**src/rtl/time_display_scan.sv**
```systemverilog
// Six-digit multiplexed HH:MM:SS driver: a prescaler steps a digit index,
// time is snapshotted once per frame, and an/seg are registered, active-low.
module time_display_scan #(
    parameter int SCAN_DIV     = 50000,
    parameter int BLANK_CYCLES = 500
) (
    input  logic       Clk,
    input  logic       reset_n,
    input  logic [5:0] seconds,
    input  logic [5:0] minutes,
    input  logic [4:0] hours,
    output logic [5:0] an,
    output logic [6:0] seg,
    output logic       frame_sync
);

    localparam int            PW        = (SCAN_DIV > 1) ? $clog2(SCAN_DIV) : 1;
    localparam logic [PW-1:0] PCNT_LAST = PW'(SCAN_DIV - 1);
    localparam logic [5:0]    AN_OFF    = 6'b111111;
    localparam logic [6:0]    SEG_OFF   = 7'b1111111;
    localparam logic [6:0]    SEG_DASH  = 7'b0111111;

    logic [PW-1:0] pcnt_q, pcnt_d;
    logic [2:0]    idx_q, idx_d;
    logic [5:0]    sec_q, sec_d;
    logic [5:0]    min_q, min_d;
    logic [4:0]    hr_q, hr_d;
    logic [5:0]    an_q, an_d;
    logic [6:0]    seg_q, seg_d;
    logic          frame_sync_q, frame_sync_d;

    logic          tick;
    logic          wrap;
    logic          blank;

    function automatic logic [6:0] seg_of(input logic [5:0] d);
        logic [6:0] code;
        case (d)
            6'd0:    code = 7'b1000000;
            6'd1:    code = 7'b1111001;
            6'd2:    code = 7'b0100100;
            6'd3:    code = 7'b0110000;
            6'd4:    code = 7'b0011001;
            6'd5:    code = 7'b0010010;
            6'd6:    code = 7'b0000010;
            6'd7:    code = 7'b1111000;
            6'd8:    code = 7'b0000000;
            6'd9:    code = 7'b0010000;
            default: code = SEG_DASH;
        endcase
        return code;
    endfunction

    // Field 0 = seconds, 1 = minutes, 2 = hours; all decoding reads the shadow copy only.
    logic [5:0] field_val [3];
    assign field_val[0] = sec_q;
    assign field_val[1] = min_q;
    assign field_val[2] = {1'b0, hr_q};

    logic [6:0] digit_seg [6];

    for (genvar gi = 0; gi < 6; gi++) begin : g_digit
        localparam int         FIELD = gi / 2;
        localparam logic [5:0] LIMIT = (FIELD == 2) ? 6'd23 : 6'd59;
        logic [5:0] digit;
        if (gi % 2 == 1) begin : g_tens
            assign digit = field_val[FIELD] / 6'd10;
        end else begin : g_ones
            assign digit = field_val[FIELD] % 6'd10;
        end
        // An out-of-range field shows dashes on both of its digits.
        assign digit_seg[gi] = (field_val[FIELD] > LIMIT) ? SEG_DASH : seg_of(digit);
    end

    if (BLANK_CYCLES == 0) begin : g_no_blank
        assign blank = 1'b0;
    end else begin : g_blank
        assign blank = (pcnt_q < PW'(BLANK_CYCLES));
    end

    always_comb begin
        tick         = (pcnt_q == PCNT_LAST);
        wrap         = tick && (idx_q == 3'd5);
        pcnt_d       = tick ? '0 : pcnt_q + PW'(1);
        idx_d        = idx_q;
        if (tick) begin
            idx_d = wrap ? 3'd0 : idx_q + 3'd1;
        end
        sec_d        = wrap ? seconds : sec_q;
        min_d        = wrap ? minutes : min_q;
        hr_d         = wrap ? hours   : hr_q;
        frame_sync_d = wrap;
        an_d         = blank ? AN_OFF : ~(6'd1 << idx_q);
        seg_d        = SEG_OFF;
        case (idx_q)
            3'd0:    seg_d = digit_seg[0];
            3'd1:    seg_d = digit_seg[1];
            3'd2:    seg_d = digit_seg[2];
            3'd3:    seg_d = digit_seg[3];
            3'd4:    seg_d = digit_seg[4];
            3'd5:    seg_d = digit_seg[5];
            default: seg_d = SEG_OFF;
        endcase
    end

    always_ff @(posedge Clk or negedge reset_n) begin
        if (!reset_n) begin
            pcnt_q       <= '0;
            idx_q        <= 3'd0;
            sec_q        <= 6'd0;
            min_q        <= 6'd0;
            hr_q         <= 5'd0;
            an_q         <= AN_OFF;
            seg_q        <= SEG_OFF;
            frame_sync_q <= 1'b0;
        end else begin
            pcnt_q       <= pcnt_d;
            idx_q        <= idx_d;
            sec_q        <= sec_d;
            min_q        <= min_d;
            hr_q         <= hr_d;
            an_q         <= an_d;
            seg_q        <= seg_d;
            frame_sync_q <= frame_sync_d;
        end
    end

    assign an         = an_q;
    assign seg        = seg_q;
    assign frame_sync = frame_sync_q;

endmodule

```
**config.mk**
```make
export PLATFORM = sky130hd
export DESIGN_NAME = time_display_scan
export DESIGN_NICKNAME = d
export VERILOG_FILES = /design/src/rtl/time_display_scan.sv
export SDC_FILE = /design/constraint.sdc
export NUM_CORES = 1
export LEC_CHECK = 0
export BUFFER_PORTS_ARGS = -buffer_cell sky130_fd_sc_hd__buf_2
export CAP_MARGIN = 25
export CORE_UTILIZATION = 30
export DETAILED_ROUTE_END_ITERATION = 8
export PLACE_DENSITY = 0.46
export SYNTH_ARGS = -nofsm -noshare
export SYNTH_HDL_FRONTEND = slang
export SYNTH_SLANG_ARGS = --single-unit
```
**constraint.sdc**
```tcl
create_clock -name Clk -period 4.4 [get_ports Clk]
set_clock_uncertainty 0.15 [all_clocks]
set_input_delay 0.88 -clock Clk [delete_from_list [all_inputs] [get_ports Clk]]
set_output_delay 0.88 -clock Clk [all_outputs]
set_load 0.01 [all_outputs]
```
Word-level counts from Yosys, hierarchy flattened
Memory sizes are Yosys's and may differ from the RTL's.
Index checks and enable logic that the tools add are counted.
W data, S select, Z words.

word-level totals
  flip-flop bits (word level) = 50
  memory bits (read-only) = 672
  input port bits = 19
  output and inout port bits = 14
  memories kept = 6

cells by class
  add/sub/neg operators = 2
  div/mod/pow operators = 6
  magnitude comparators = 4
  equality and inequality tests = 6
  shifts and indexed selects = 1
  mux-type cells = 16
  bitwise gates (word level) = 1
  reductions and logical operators = 8

memories
  name              words  bits a word  read ports  clocked after Yosys merged registers in  write ports  line  RTL
  (name not given)  16     7            1           0                                        0            38    case (d)
  (name not given)  16     7            1           0                                        0            38
  (name not given)  16     7            1           0                                        0            38
  (name not given)  16     7            1           0                                        0            38
  (name not given)  16     7            1           0                                        0            38
  (name not given)  16     7            1           0                                        0            38

operator list
  operator                 count
  $mux W7                  12
  $pmux W7 S6              1
  $add A16 B1 Y16 const B  1
  $eq A16 B16 Y1 const B   1
  $lt A16 B9 Y1 const B    1
  $mux W16                 1
  $div A6 B4 Y6 const B    2
  $gt A6 B6 Y1 const B     2
  $logic_not A2 Y1         6
  $mod A6 B4 Y6 const B    2
  $div A5 B4 Y6 const B    1
  $eq A3 B2 Y1 const B     2
  $eq A3 B3 Y1 const B     2
  $mod A5 B4 Y6 const B    1
  $mux W6                  1
  $not A6 Y6               1
  $shl A1 B3 Y6 const A    1
  $gt A5 B5 Y1 const B     1
  $add A3 B1 Y3 const B    1
  $eq A3 B1 Y1 const B     1
  $logic_not A3 Y1         1
  $mux W3                  1
  $logic_and A1 B1 Y1      1

Logic depth before layout (Yosys ltp)
Gate-level depths: netlist of run 1.

  word-level depth = 5
  gate-level depth with buffers = 17
  mapped depth without buffers = 15

Worst setup path before layout of run 1
Ideal clock, no wire load.

  path type = register -> register
  from = register sec_q[4]
  to = register seg_q[4] (netlist: seg[4])
  library setup time = 0.090 ns
  arrival time = 3.009 ns
  data required time = 4.160 ns
  path slack = 1.151 ns
  stages on the path, launching flop included = 18
  buffers on the path = 2
  clock period less this slack = 3.249 ns
  path through = dfrtp_1 > buf_4 > inv_4 > ha_1 > inv_1 > a31oi_1 > nand3_1 > buf_2 > o21ai_0 > nand2_1 > inv_1 > ha_1 > a21boi_0 > a2bb2oi_1 > o22ai_1 > a211o_1 > a211oi_2 > nand4_1

on the way
  longest elaborated chain between the ends = 5

RTL lines
  item                                                       line    RTL
  start, declared                                            25      logic [5:0] sec_q, sec_d;
  start signal, assigned                                     110     sec_q <= 6'd0;
  start signal, assigned                                     119     sec_q <= sec_d;
  $div A6 B4 Y6 / $mod A6 B4 Y6 (equally long branches)      67, 69
  $mem_v2 Z16 W7 / $logic_not A2 Y1 (equally long branches)  --
  $mux W7                                                    38
  $mux W7                                                    72      assign digit_seg[gi] = (field_val[FIELD] > LIMIT) ? SEG_DASH : seg_of(digit);
  $pmux W7 S6 *                                              95      case (idx_q)
  net seg_d[4]                                               29      logic [6:0] seg_q, seg_d;
  end signal, assigned                                       123     seg_q <= seg_d;
  end, declared                                              29

Mark *: on every way through the listed nets, which the timed path passes. The rest lies on a longest branch.
A chain may end at the register's enable or synchronous reset.

Worst setup path after layout of run 1
Ends and elaborated chain as after synthesis.

==> flow_summary.yaml, run 1 <==
pwr:
  p_int_mw: 0.6836
  ir_drop_mv: 0.1537
  power.switching_mw: 0.2145
  pwr-share-seq: 0.512
  p_per_area_nw_per_um2: 185.3
  p_leak_nw: 2.085
  p_clk_frac: 0.468
  switching_share: 0.2389
  pwr-share-comb: 0.020
cells_and_area:
  drive_gt1_frac: 0.1603
  filler_cell_count: 1528
  multi_input_area_sq_um: 2885
  area_growth_pct: 9.531
  most-common-layout-cells: "nand2_1 (76), o21ai_0 (44), dfrtp_1 (37), ha_1 (32), buf_2 (32)"
  nNetsFinal: 599
  layout_commonest_cell: "nand2_1"
  n_antenna_cell: 0
  regArea_sq_um: 1267
clock_network:
  cts_tree: "yes"
  cts_buffer_depth: 2
  cts.clk_slew.worst_paths_ps: 80
  clock_sinks: 50
  clk_latency_ps: 310
  cts_root_buf: "clkbuf_16"
  cts_made_buffers: 5
  cts_hold_buf: 0
  cts_htree_levels: 2
timing:
  rsz0062_at_grt: "false"
  fin_crit_ps: 3873
  fmax_mhz: 258.2
  post-route-period-util: 0.8802
  finalSetupViolCount: 0
  drv_slew: 0
  final.setup.worst_slack_ps: 527.2
  setup_tns_ps: 0
  worst_pin_slew_ps: 763.5
  finalHoldViolCount: 0
  relSlewSlack: 0.4910
floorplanning:
  io-pin-count: 33
  fp.dieW_microns: 123.4
  die_h_microns: 123.4
  fp-row-count: 44
  fp.coreArea_sq_um: 14480
  start_util: 0.3056
  die_area_sq_um: 15240
synthesis:
  syn_area_sq_um: 4424
  muxShareOfSynthArea: 0.007070
  ys_seq_area_frac: 0.2865
  synth_compound_area_frac: 0.2803
  synth-xor-area-share: 0.02969
  synth_top_family_by_area: "compound AO/OA/AOI/OAI gates"
  synth_cells: 533
  yosys_warnings: 0
  syn_area_per_cell_sq_um: 8.301
  synth_cell_types: 84
  yosys_most_used_dff: "dfrtp_1"
  ys_ff_latch: 50
  syn_nets: 584
  async_flop_share: 1.000
  synth-edff-count: 0
  synthAdderAreaFrac: 0.09276
  yosys.area_share.simple: 0.2407
drt:
  drc: 0
  drt-initial-drc-count: 336
  vias_per_cell: 5.449
  wirelength_microns: 12330
  drtAntennaViolNets: 0
  firstDrtPassIters: 5
  via_count: 3994
  wl_per_cell_microns: 16.82
hold_path:
  hold_depth: 1
  hold_class: "reg2reg"
  holdPathEnd: "pcnt_q[0]"
  hp-start: "pcnt_q[0]"
placed_design:
  preCtsSetupSlack_ps: 475.3
  dpl.hpwl_microns: 9194
  numPortBuffers: 32
  gp_congestion: 0.8200
grt:
  antenna_found_initial: 0
  globalRouteOverflowTotal: 0
  grt_max_degree: 31
  grt_pass1_wl_microns: 20400
  first_global_vias: 3888
  grt_usage: 0.1740
worst_setup_path:
  end_kind: "flip-flop"
  cp.arrival_ps: 3960
  rr_endpoint: "seg[4]"
  critPathLaunchType: "flip-flop"
  worstPathRequired_ps: 4480
  cpLargestDelayFamily: "compound AO/OA/AOI/OAI gates"
  crit_buf_inv: 3
  r2r_start: "sec_q[4]"
  rrSetupSlack_ps: 530
  worstSetupPathType: "reg2reg"
  crit_fanout: 15
  slowest_stage: "dfrtp_1"
  r2r.worst_path.cells: 15
  cpPeakStageDelay_ps: 650
  crit_chain: "inv_4 > ha_1 > inv_1 > a31oi_1 > nand3_2 > o21ai_0 > nand2_1 > inv_1 > ha_1 > a21boi_0 > a2bb2oi_1 > o22ai_1 > a211o_1 > a211oi_2 > nand4_1"
run:
  max-cap-violations: 0
run_status:
  outcome: "complete, no violations"
[area by class of cell]
class | instances | area share
inverter | 29 | 0.02298
clock buffer | 5 | 0.02582
sequential | 50 | 0.2616
clock inverter | 3 | 0.005939
multi-input combinational | 425 | 0.5954
timing repair buffer | 37 | 0.04080
tap | 184 | 0.04751
[sequential cells by signal (all words and copies together), names as in the netlist]
| register | cells |
|---|---|
| pcnt_q | 16 |
| hr_q | 5 |
| idx_q | 3 |
| sec_q | 6 |
| seg | 7 |
| an | 6 |
| frame_sync | 1 |
| min_q | 6 |
[power by group through the flow]
stage / clock network [mW] / logic, mW / registers, mW
after floorplan: 0 / 0.000173 / 0.468
after global placement: 0 / 0.0193 / 0.468
after detailed placement: 0 / 0.0194 / 0.468
after CTS: 0.438 / 0.0195 / 0.460
after global routing: 0.458 / 0.0214 / 0.460
final: 0.420 / 0.0181 / 0.460
[cells by family after synthesis]
kind of cell / Yosys count
AO/OA/AOI/OAI: 172
XOR/XNOR: 15
adder cells (fa/ha/maj): 33
buffers and inverters: 58
flip-flops: 50
multiplexers: 3
AND/OR/NAND/NOR: 202
[per-layer routing]
| layer | vias to the layer above | GRT usage | routed length, microns |
|---|---|---|---|
| li1 | 1984 | - | - |
| met1 | 1914 | 0.2364 | 6064 |
| met2 | 79 | 0.2800 | 5639 |
| met3 | 17 | 0.02952 | 379 |
| met4 | 0 | 0.05346 | 245 |
| met5 | - | 0 | 0 |
[worst max-delay path by stage]
| stage | start | to | slack, ps | depth (start not counted) |
|---|---|---|---|---|
| 4_1_cts | sec_q[4] | seg[4] | 430 | 15 |
| 3_5_place_dp | sec_q[4] | seg[4] | 480 | 15 |
| 3_3_place_gp | sec_q[4] | seg[4] | 620 | 15 |
| 5_1_grt | sec_q[4] | seg[4] | 130 | 15 |
| 2_1_floorplan | sec_q[4] | seg[4] | 1150 | 17 |
| 6_report | sec_q[4] | seg[4] | 530 | 15 |
[cells in the mapped netlist, drive strengths merged, types with 6 or more instances]
| library cell | number | area [sq um] |
|---|---|---|
| a211oi | 6 | 50.05 |
| a21o | 8 | 67.56 |
| a21oi | 31 | 158.9 |
| a22oi | 6 | 45.04 |
| a31oi | 7 | 71.31 |
| buf | 20 | 133.9 |
| clkbuf | 9 | 33.78 |
| dfrtp | 37 | 925.9 |
| dfstp | 13 | 341.6 |
| ha | 32 | 400.4 |
| inv | 28 | 107.6 |
| nand2 | 76 | 285.3 |
| nand2b | 8 | 50.05 |
| nand3 | 17 | 85.08 |
| nand4 | 6 | 37.54 |
| nor2 | 33 | 126.4 |
| nor2b | 15 | 108.9 |
| nor3 | 9 | 50.05 |
| nor4 | 6 | 37.54 |
| o2111ai | 6 | 52.55 |
| o21ai | 44 | 220.2 |
| xnor2 | 7 | 61.31 |
| xor2 | 8 | 70.07 |
[stage by stage]
stage	instance area, sq um	hold WS, ps	util	instances	power, mW
3_3_place_gp	4687	324.0	0.3237	725	0.4877
4_1_cts	4841	338.4	0.3343	733	0.9169
2_1_floorplan	4424	297.9	-	533	0.4686
3_5_place_dp	4687	328.1	0.3237	725	0.4878
5_1_grt	4846	352.9	0.3347	733	0.9390
6_report	4846	332.2	0.3347	733	0.8982
[what timing repair did]
| item | in CTS | in global routing |
|---|---|---|
| endpoints found under the hold margin | 0 | 0 |
| gates resized for setup | 0 | 1 |
| endpoints found under the setup margin | 0 | 1 |
| buffers inserted | 0 | 0 |
(Power assumes the default switching activity.)
==> run 2: changes to the inputs <==
Settings changed: CORE_MARGIN from default to 3, RECOVER_POWER from default to 100.
==> flow_summary.yaml, run 2 (synthesis results as in run 1) <==
cells_and_area:
  filler_cell_count: 1493
  fin_cells: 732
  area_growth_pct: 9.389
  multi_input_area_sq_um: 2873
  most-common-layout-cells: "nand2_1 (76), o21ai_0 (44), dfrtp_1 (37), nor2_1 (32), ha_1 (32)"
  fin_util: 0.3420
  largest_register_ffs: 16
  layout_commonest_cell: "nand2_1"
  drive_gt1_frac: 0.1268
  regArea_sq_um: 1267
  top_register: "pcnt_q"
  nNetsFinal: 602
  n_antenna_cell: 0
pwr:
  ir_drop_mv: 0.1907
  p_per_area_nw_per_um2: 195.0
  p_leak_nw: 2.062
placed_design:
  numPortBuffers: 32
  dp.cells: 724
  preCtsSetupSlack_ps: 734.9
  dpl.hpwl_microns: 9373
  gp_congestion: 0.8324
worst_setup_path:
  end_kind: "flip-flop"
  worstPathRequired_ps: 4470
  slowest_stage: "dfrtp_1"
  r2r.worst_path.cells: 16
  crit_chain: "inv_4 > ha_1 > inv_1 > a31oi_1 > nand3_1 > buf_4 > o21ai_0 > nand2_1 > inv_1 > ha_1 > a21boi_0 > a2bb2oi_1 > o22ai_1 > a211o_1 > a211oi_1 > nand4_1"
  cpPeakStageDelay_ps: 650
  critPathLaunchType: "flip-flop"
  worstSetupPathType: "reg2reg"
  crit_fanout: 15
  cp.arrival_ps: 3820
drt:
  drc: 0
  wirelength_microns: 12440
  drtAntennaViolNets: 0
  vias_per_cell: 5.428
  wl_per_cell_microns: 17.00
  firstDrtPassIters: 4
  drt-initial-drc-count: 311
  via_count: 3973
run_status:
  outcome: "complete, no violations"
floorplanning:
  fp-row-count: 43
  io-pin-count: 33
  die_area_sq_um: 16240
  fp.dieW_microns: 127.4
  die_h_microns: 127.4
  fp.coreArea_sq_um: 14150
  start_util: 0.3127
clock_network:
  cts_root_buf: "clkbuf_16"
  cts_hold_buf: 0
  cts_htree_levels: 2
  cts_buffer_depth: 2
  cts_made_buffers: 5
  cts_tree: "yes"
  clk_latency_ps: 310
  cts.clk_slew.worst_paths_ps: 70
  cts_setup_buffers: 0
  cts_resized: 0
  clock_sinks: 50
grt:
  grt_max_degree: 29
  grt_pass1_wl_microns: 20640
  first_global_vias: 3932
  grt_usage: 0.1581
  antenna_found_initial: 0
  globalRouteOverflowTotal: 0
timing:
  final.setup.worst_slack_ps: 648.8
  relSlewSlack: 0.009949
  rsz0062_at_grt: "false"
  post-route-period-util: 0.8525
  finalSetupViolCount: 0
  fin_crit_ps: 3751
  setup_tns_ps: 0
  fmax_mhz: 266.6
  drv_slew: 0
  finalHoldViolCount: 0
  whs_ps: 339.8
  worst_pin_slew_ps: 1485
hold_path:
  hold_depth: 1
  hold_class: "reg2reg"
run:
  max-cap-violations: 0
[run 2: worst max-delay path: cells and delay by family, from the launching register on]
kind | cells | cell delay, ps
compound gates | 7 | 1350
fa+ha+maj | 2 | 630
buf+inv | 4 | 540
flops | 1 | 650
simple gates | 3 | 340
[run 2: layer usage]
layer  track usage  part of all wire
met5             0                 0
met4       0.05237             0.023
met1        0.2213              0.49
met2        0.2447              0.44
met3       0.03094             0.045
[run 2: path summary, 6_finish.rpt]
kind / start / slack [ps] / endpoint
min in group asynchronous: reset_n / 720 / hr_q[4]
setup / recovery: sec_q[4] / 650 / seg[4]
setup reg to reg: sec_q[4] / 650 / seg[4]
hold reg to reg: pcnt_q[0] / 340 / pcnt_q[0]
max in group asynchronous: reset_n / 1380 / pcnt_q[5]
hold / removal: pcnt_q[0] / 340 / pcnt_q[0]
[run 2: area by class of cell]
type / count / share of cell area
multi-input combinational: 425 / 0.5936
sequential: 50 / 0.2619
tap: 180 / 0.04654
timing repair buffer: 40 / 0.03930
clock buffer: 5 / 0.02585
inverter: 29 / 0.02301
clock inverter: 3 / 0.009824
[run 2: stage by stage]
stage / total power, mW / instance area [sq um]
final: 0.9438 / 4840
after global routing: 0.9852 / 4840
after CTS: 0.9649 / 4877
after detailed placement: 0.4874 / 4705
after global placement: 0.4872 / 4705
after floorplan: 0.4686 / 4424
[run 2: report_power, final]
part | switching (mW) | leakage [nW] | internal (mW) | total, mW
Clock | 0.194 | 0.0848 | 0.273 | 0.467
Sequential | 0 | 0.550 | 0.460 | 0.460
Combinational | 0.0115 | 1.43 | 0.00572 | 0.0173
==> run 3: changes to the inputs <==
Settings changed: BUFFER_PORTS_ARGS -buffer_cell sky130_fd_sc_hd__buf_2 to -buffer_cell sky130_fd_sc_hd__clkbuf_2.
==> flow_summary.yaml, run 3 (synthesis results as in run 1) <==
run_status:
  outcome: "finished, violations left"
  failed_checks: "capacitance limit, slew limit"
grt:
  first_global_vias: 3879
  grt_max_degree: 36
  antenna_found_initial: 0
  globalRouteOverflowTotal: 0
  grt_usage: 0.1591
  grt_pass1_wl_microns: 21010
cells_and_area:
  nNetsFinal: 602
  most-common-layout-cells: "nand2_1 (76), o21ai_0 (44), dfrtp_1 (37), nor2_1 (32), ha_1 (32)"
  top_register: "pcnt_q"
  filler_cell_count: 1509
  layout_commonest_cell: "nand2_1"
  area_growth_pct: 8.880
  largest_register_ffs: 16
  n_antenna_cell: 0
  drive_gt1_frac: 0.1232
timing:
  setup_tns_ps: 0
  fin_crit_ps: 3824
  post-route-period-util: 0.8692
  relSlewSlack: -0.2383
  finalSetupViolCount: 0
  worst_pin_slew_ps: 1857
  finalHoldViolCount: 0
  fmax_mhz: 261.5
  rsz0062_at_grt: "false"
  drv_slew: 36
floorplanning:
  fp.coreArea_sq_um: 14150
  fp-row-count: 43
  die_area_sq_um: 16240
  fp.dieW_microns: 127.4
  start_util: 0.3127
  io-pin-count: 33
  die_h_microns: 127.4
placed_design:
  gp_congestion: 0.8512
  numPortBuffers: 32
  dpl.hpwl_microns: 9409
worst_setup_path:
  r2r.worst_path.cells: 13
  crit_fanout: 18
  cp.arrival_ps: 3910
  crit_start: "sec_q[3]"
  r2r_start: "sec_q[3]"
  worstPathRequired_ps: 4490
  critPathLaunchType: "flip-flop"
  rrSetupSlack_ps: 580
  end_kind: "flip-flop"
  endpoint: "seg[5]"
  worstSetupPathType: "reg2reg"
  rr_endpoint: "seg[5]"
drt:
  drt-initial-drc-count: 359
  drtAntennaViolNets: 0
  vias_per_cell: 5.433
  via_count: 3977
  drc: 0
  wirelength_microns: 12550
  wl_per_cell_microns: 17.15
  firstDrtPassIters: 4
pwr:
  ir_drop_mv: 0.1899
  p_leak_nw: 2.053
  finalPower_mw: 0.8968
  p_per_area_nw_per_um2: 186.2
clock_network:
  cts.clk_slew.worst_paths_ps: 80
  cts_setup_buffers: 0
  cts_hold_buf: 0
  cts_resized: 0
  cts_tree: "yes"
  cts_buffer_depth: 2
  cts_root_buf: "clkbuf_16"
  clk_latency_ps: 310
  cts_htree_levels: 2
  clock_sinks: 50
  cts_made_buffers: 5
run:
  max-cap-violations: 1
hold_path:
  hold_class: "reg2reg"
run 3: changes by cell type in the layout (fill, tap and decap cells not counted), sizes merged:
cell,delta
clkbuf,+18
bufinv,-1
buf,-18
clkinv,+1
run 3: critical path, cell delays in order, from the launching register on:
cell       delay (ps)
dfrtp_1           740
ha_1              420
nand3b_1          190
a221o_1           360
nand3_1           110
clkbuf_1          420
a21oi_1           160
nor2_1            150
a21o_1            130
ha_1              210
a211oi_1           60
o31ai_1           280
o2111ai_1         220
nand4_1           150
run 3: worst min path at each step:
stage | from | end | slack (ps) | depth (start not counted)
final | pcnt_q[0] | pcnt_q[0] | 340 | 1
after global routing | pcnt_q[0] | pcnt_q[0] | 370 | 1
after CTS | pcnt_q[0] | pcnt_q[0] | 330 | 1
after detailed placement | pcnt_q[0] | pcnt_q[0] | 320 | 1
after global placement | pcnt_q[0] | pcnt_q[0] | 320 | 1
after floorplan | pcnt_q[0] | pcnt_q[0] | 300 | 1
run 3: through the flow:
| step | hold slack, ps | worst slack [ps] | instances | util | instance area [sq um] |
|---|---|---|---|---|---|
| finish | 336.8 | 575.5 | 732 | 0.3404 | 4817 |
| global route | 373.7 | 265.6 | 732 | 0.3404 | 4817 |
| CTS | 333.3 | 780.4 | 732 | 0.3434 | 4858 |
| detailed placement | 320.9 | 818.0 | 724 | 0.3325 | 4705 |
| global placement | 317.6 | 967.4 | 724 | 0.3325 | 4705 |
| floorplan | 297.9 | 1151 | 533 | - | 4424 |
run 3: final cells by class:
type | instances | area, sq um | share of cell area
Clock buffer | 5 | 125.1 | 0.02597
Clock inverter | 3 | 28.78 | 0.005974
Inverter | 29 | 111.4 | 0.02312
Multi-Input combinational cell | 425 | 2872 | 0.5961
Sequential cell | 50 | 1267 | 0.2631
Tap cell | 180 | 225.2 | 0.04675
Timing Repair Buffer | 40 | 187.7 | 0.03896
run 3: power breakdown:
group / leakage [nW] / switching (mW) / internal (mW)
Combinational: 1.43 / 0.0113 / 0.00578
Sequential: 0.549 / 0 / 0.460
Clock: 0.0763 / 0.202 / 0.219
Total: 2.05 / 0.213 / 0.684
run 3: layer usage:
layer,vias to the layer above,wire (microns),GRT usage
met2,69,5622,0.2474
met1,1910,6347,0.2286
met5,-,0,0
met3,10,394,0.02676
met4,0,187,0.04164
li1,1988,-,-
